==> src/rtl/adder_bist_pkg.sv <==
// adder_bist_pkg: shared state encoding and sizing helpers for the adder self-test engine
package adder_bist_pkg;
  typedef enum logic [1:0] {IDLE, SETTLE, CHECK, DONE} state_t;
  function automatic int n_vec(input int width);
    return 1 << (2 * width);
  endfunction
  function automatic int settle_w(input int settle);
    return $clog2(settle + 1);
  endfunction
endpackage

==> src/rtl/adder_bist_ref.sv <==
// adder_ref_model: combinational golden adder giving expected sum and carry
module adder_ref_model #(
  parameter int WIDTH = 1
) (
  input  logic [WIDTH-1:0] op_a,
  input  logic [WIDTH-1:0] op_b,
  output logic [WIDTH-1:0] sum,
  output logic             carry
);
  assign {carry, sum} = {1'b0, op_a} + {1'b0, op_b};
endmodule

==> src/rtl/adder_bist.sv <==
// adder_bist: sweeps every operand pair into an adder, checks results, reports errors and first failing vector
module adder_bist
  import adder_bist_pkg::*;
#(
  parameter int WIDTH = 1,
  parameter int SETTLE_CYCLES = 1,
  parameter int ERR_W = 8
) (
  input  logic               clk,
  input  logic               rst,
  input  logic               start,
  output logic [WIDTH-1:0]   op_a,
  output logic [WIDTH-1:0]   op_b,
  input  logic [WIDTH-1:0]   dut_sum,
  input  logic               dut_carry,
  output logic               busy,
  output logic               done,
  output logic               pass,
  output logic [ERR_W-1:0]   err_count,
  output logic               fail_valid,
  output logic [2*WIDTH-1:0] fail_vec
);
  localparam int IW = 2 * WIDTH + 1;
  localparam int CW = settle_w(SETTLE_CYCLES);
  localparam logic [IW-1:0] LAST = IW'(n_vec(WIDTH) - 1);
  state_t state, state_n;
  logic [IW-1:0] idx;
  logic [CW-1:0] cnt;
  logic [WIDTH-1:0] exp_sum;
  logic exp_carry, settle_end, launch, mismatch;
  assign op_a = idx[WIDTH-1:0];
  assign op_b = idx[2*WIDTH-1:WIDTH];
  adder_ref_model #(.WIDTH(WIDTH)) u_ref (
    .op_a(op_a),
    .op_b(op_b),
    .sum(exp_sum),
    .carry(exp_carry)
  );
  assign settle_end = cnt == CW'(SETTLE_CYCLES - 1);
  assign launch = (state == IDLE || state == DONE) && start;
  assign mismatch = {dut_carry, dut_sum} != {exp_carry, exp_sum};
  always_comb begin
    state_n = launch ? SETTLE
            : state == SETTLE ? (settle_end ? CHECK : SETTLE)
            : state == CHECK ? (idx == LAST ? DONE : SETTLE)
            : state;
    busy = state == SETTLE || state == CHECK;
    done = state == DONE;
    pass = done && err_count == '0;
  end
  always_ff @(posedge clk or posedge rst) begin
    if (rst) begin
      state      <= IDLE;
      idx        <= '0;
      cnt        <= '0;
      err_count  <= '0;
      fail_valid <= 1'b0;
      fail_vec   <= '0;
    end else begin
      state <= state_n;
      if (launch) begin
        idx        <= '0;
        cnt        <= '0;
        err_count  <= '0;
        fail_valid <= 1'b0;
        fail_vec   <= '0;
      end
      if (state == SETTLE) cnt <= settle_end ? '0 : cnt + CW'(1);
      // DUT outputs are only trusted here, after the settle window
      if (state == CHECK) begin
        if (mismatch) begin
          err_count <= &err_count ? err_count : err_count + ERR_W'(1);
          if (!fail_valid) begin
            fail_valid <= 1'b1;
            fail_vec   <= idx[2*WIDTH-1:0];
          end
        end
        if (idx != LAST) idx <= idx + IW'(1);
      end
    end
  end
endmodule

==> config.mk <==
export PLATFORM = sky130hd
export DESIGN_NAME = adder_bist
export DESIGN_NICKNAME = d
export VERILOG_FILES = /design/src/rtl/adder_bist_pkg.sv /design/src/rtl/adder_bist_ref.sv /design/src/rtl/adder_bist.sv
export SDC_FILE = /design/constraint.sdc
export NUM_CORES = 1
export LEC_CHECK = 0
export ABC_AREA = 0
export ABC_CLOCK_PERIOD_IN_PS = 4000
export CAP_MARGIN = 20
export CORE_MARGIN = 2
export CORE_UTILIZATION = 52
export CTS_CLUSTER_SIZE = 10
export DETAILED_ROUTE_END_ITERATION = 16
export PLACE_DENSITY_LB_ADDON = 0.05
export REMOVE_ABC_BUFFERS = 1
export SETUP_SLACK_MARGIN = 0.4
export SLEW_MARGIN = 20
export SYNTH_ARGS = -nofsm -noshare
export SYNTH_HDL_FRONTEND = slang
export SYNTH_SLANG_ARGS = --single-unit
==> constraint.sdc <==
create_clock -name clk -period 4 [get_ports clk]
set_input_delay 0.6 -clock clk [delete_from_list [all_inputs] [get_ports clk]]
set_output_delay 0.6 -clock clk [all_outputs]
set_load 0.05 [all_outputs]
# Word level (Yosys, flattened, before mapping)
# Index checks and enable logic that the tools add are counted.
[totals]
reg_bits = 17
latchBits = 0
mem_bits_rw = 0
mem_bits_ro = 0
inputBits = 5
elab_cells = 49
n_memories = 0
[classes]
n_addsub = 4
n_mul = 0
div_mod_pow = 0
magnitude_cmp = 0
eq_ne = 7
shift = 0
muxes = 23
bitwise_logic = 0
n_reduce_logical = 9
[op_table]
columns = ["cell", "n"]
rows = [
  ["$mux W8", 4],
  ["$mux W2", 9],
  ["$mux W3", 3],
  ["$add A8 B1 Y8 const B", 1],
  ["$logic_not A8 Y1", 1],
  ["$reduce_and A8 Y1", 1],
  ["$mux W1", 7],
  ["$eq A2 B2 Y1 const B", 2],
  ["$add A3 B1 Y3 const B", 1],
  ["$eq A3 B2 Y1 const B", 1],
  ["$ne A3 B2 Y1 const B", 1],
  ["$ne A3 B3 Y1 const B", 1],
  ["$reduce_bool A3 Y1", 1],
  ["$add A1 B1 Y2", 1],
  ["$eq A2 B1 Y1 const B", 1],
  ["$logic_and A1 B1 Y1", 2],
  ["$logic_not A2 Y1", 1],
  ["$logic_or A1 B1 Y1", 2],
  ["$ne A2 B2 Y1", 1],
  ["$reduce_bool A2 Y1", 1],
  ["$add A1 B1 Y1 const B", 1],
]

# Longest topological paths before layout
[depth]
depth_word = 7
depth_mapped = 6
mapped_depth_nobuf = 5

# By module
# A second synthesis with hierarchy kept.
[unflattened]
cells_unflattened = 91
area_unflattened_um2 = 920.9
[modules_own_cells]
columns = ["mod", "n_inst", "cells_per_inst", "area_per_inst_um2"]
rows = [
  ["adder_bist", 1, 90, 908.4],
  ["adder_ref_model", 1, 1, 12.5],
]

# Least setup slack after synthesis
# OpenSTA, ideal clock, no wires.
[synth_timing]
kind = "register to output"
from = "reg err_count[3]"
to = "out pass"
arrival_time_ns = 2.630
setup_slack_ns = 0.770
stages_incl_launch_ff = 3
cell_sequence = "dfrtp_1 -> or4_1 -> nor4_1"
[synth_via]
elab_chain_cells = 2
[synth_lines]
columns = ["element", "line_no", "source"]
rows = [
  ["start: declaration", "adder_bist.sv:19", "output logic [ERR_W-1:0] err_count,"],
  ["start signal: assignment", "adder_bist.sv:72", "err_count <= &err_count ? err_count : err_count + ERR_W'(1);"],
  ["$logic_not A8 Y1", "adder_bist.sv:49", "pass = done && err_count == '0;"],
  ["$logic_and A1 B1 Y1", "adder_bist.sv:49", ""],
  ["end: declaration", "adder_bist.sv:18", "output logic pass,"],
]
# No other way between the ends.

# Final worst setup path
# Same ends and word-level chain as after synthesis.

==> flow_summary.toml <==
[run_status]
status = "complete, no violations"

[die]
io_pins = 21
dieArea_um2 = 2120
start_util_pct = 54.3
rows = 15
die_h_um = 46.0
die_w_um = 46.0
core_area_um2 = 1690

[hold_path]
whs_endpoint = "fail_valid$_DFF_PP0_"
hold_class = "reg -> reg"
holdPathStages = 1
hold_start = "fail_valid$_DFF_PP0_"

[drt]
first_pass_iters = 3
via_per_inst = 5.85
drc = 0
drtIter0Drc = 6
wl_per_cell_um = 14.3
vias = 766
wl_mm = 1.87
ant_nets = 0

[finish]
multi_input_comb_area_um2 = 453
mostFrequentLayoutCell = "clkdlybuf4s50_1"
drive_gt1_share_pct = 11.4
final-instance-count-excl-fill = 131
fillCellCount = 137
register_area_um2 = 400
nets = 126
final_cell_mix = "clkdlybuf4s50_1, dfrtp_1, inv_1"
syn_to_final_growth_pct = 25.6
antenna_cells = 0

[place]
place_congestion = 0.708
dp_cells = 127
port_buffers = 20
place_hpwl_mm = 1.36

[clock_network]
cts_buffers = 3
cts.clk_slew.worst_paths_ps = 100
root_buffer = "clkbuf_4"
postCtsHoldBufs = 0
post_cts_buffers = 0
cts_tree = "yes"
clk_latency_ps = 300
cts_resized = 0
clock_path_buffers = 2
numClockSinks = 16
h-tree-depth = 1

[synthesis]
synthMuxAreaShare_pct = 3.41
synth_compound_area_share_pct = 16.8
synth-edff-count = 0
yosys.area_share.simple_pct = 19.1
yosys_warnings = 0
yosysUniqueCellTypes = 32
synth_xor_area_share_pct = 1.91
syn_inst = 92
synth_top_family_by_area = "simple AND/OR/NAND/NOR gates"
synth_adder_area_share_pct = 8.19
synth-seq-cells = 16
synth.avg_cell_area_um2 = 9.97
synth.cell_area_um2 = 917
synth_ff_type = "dfrtp_1"
synthArstFlopShare_pct = 100
yosysSeqAreaShare_pct = 43.7

[power]
clkPwrFrac_pct = 12.3
power_frac_comb_pct = 60.4
power.leakage_nw = 0.537
p_seq_share_pct = 27.2
swShare_pct = 50.7
internal-power_uw = 446
powerDensity_nw_per_um2 = 786
p_sw_uw = 459
peakVddDrop_mv = 0.490
finalPower_uw = 906

[worst_setup_path]
cp.arrival_ps = 2350
worstRegToRegCells = 5
rr_endpoint = "err_count[0]$_DFFE_PP0P_"
worstPathRequired_ps = 3400
cp_slowest_stage_delay_ps = 850
slowest_stage = "clkdlybuf4s50_1"
crit_chain = "or4_1, nor4_1, clkdlybuf4s50_1"
ff2ff_setup_slack_ps = 2160
endpoint_kind = "primary output"
worstSetupPathType = "reg -> out"
crit_fanout = 8
crit_path_start_kind = "flip-flop"
timing.rr.start = "idx[0]$_DFF_PP0_"

[sta]
fmax_mhz = 339
slew_viol_final = 0
rsz0062_at_grt = "false"
min_period_over_period_pct = 73.8
period_minus_slack_ps = 2950
hold_viol_final = 0
tns_ps = 0
skew_ps = 4.30
tightest_slew_ps = 618
slew_headroom_pct = 58.7
setup_viol = 0

[global_route]
grt_pass1_wl_mm = 2.93
overflow = 0
grt_max_degree = 17
grt_pass1_vias = 696
track_usage_pct = 19.5
antenna_found_initial = 0

[run]
cap_violations = 0
kinds of logic after synthesis:
logic type	Yosys count
buf+inv	13
xor+xnor	2
mux	3
flops	16
simple gates	30
fa+ha+maj	6
compound gates	22
per-layer routing:
layer / share of wire (%) / global-route usage [%]
met2: 48 / 30.6
met5: 0 / 0
met3: 2.9 / 3.97
met1: 47 / 25.1
met4: 2.1 / 10.3
critical path, delay by kind of cell, from the launching register on:
kind | cells | cell delay (ps)
AND/OR/NAND/NOR | 2 | 740
buffers and inverters | 1 | 850
flip-flops | 1 | 470
cell usage after synthesis, drive strengths merged, types with 3 or more instances:
| cell | count | area [um^2] |
|---|---|---|
| a21oi | 3 | 15.0 |
| a311oi | 3 | 26.3 |
| a31oi | 3 | 18.8 |
| and2 | 3 | 20.0 |
| and3 | 3 | 21.3 |
| dfrtp | 16 | 400 |
| ha | 6 | 75.1 |
| inv | 11 | 41.3 |
| nand2 | 8 | 32.5 |
| nand3 | 5 | 25.0 |
| nor2 | 3 | 11.3 |
| nor3 | 3 | 15.0 |
| o21ai | 7 | 38.8 |
stage by stage:
stage | setup WS, ps | utilization (%) | hold slack, ps | instance area, um^2
3_5_place_dp | 1380 | 66.1 | 494 | 1120
4_1_cts | 1040 | 68.2 | 516 | 1150
2_1_floorplan | 770 | - | 472 | 895
6_report | 1050 | 68.2 | 514 | 1150
5_1_grt | 973 | 68.2 | 539 | 1150
3_3_place_gp | 1410 | 66.1 | 483 | 1120
power by group through the flow:
stage / sequential, mW / clock [mW] / combinational, mW
6_report: 0.247 / 0.112 / 0.547
5_1_grt: 0.253 / 0.119 / 0.591
4_1_cts: 0.247 / 0.113 / 0.554
3_5_place_dp: 0.250 / 0 / 0.552
3_3_place_gp: 0.249 / 0 / 0.540
2_1_floorplan: 0.360 / 0 / 0.279
worst max path at each step:
stage | endpoint | start | slack (ps) | cells past startpoint
global route | pass | err_count[3]$_DFFE_PP0P_ | 970 | 3
CTS | pass | err_count[3]$_DFFE_PP0P_ | 1040 | 3
floorplan | pass | err_count[3]$_DFFE_PP0P_ | 770 | 2
global placement | pass | err_count[3]$_DFFE_PP0P_ | 1410 | 3
detailed placement | pass | err_count[3]$_DFFE_PP0P_ | 1380 | 3
finish | pass | err_count[3]$_DFFE_PP0P_ | 1050 | 3
flip-flops by register name (all words and copies together) (netlist names):
name / count
fail_vec: 2
err_count: 8
fail_valid: 1
state: 2
idx: 3
area by class of cell:
| cell class | count | area share, % |
|---|---|---|
| Tap cell | 17 | 1.85 |
| Inverter | 11 | 3.58 |
| Timing Repair Buffer | 20 | 17.4 |
| Multi-Input combinational cell | 63 | 39.3 |
| Sequential cell | 16 | 34.7 |
| Clock buffer | 4 | 3.15 |
Note: power is estimated with default switching activity, not from simulation.
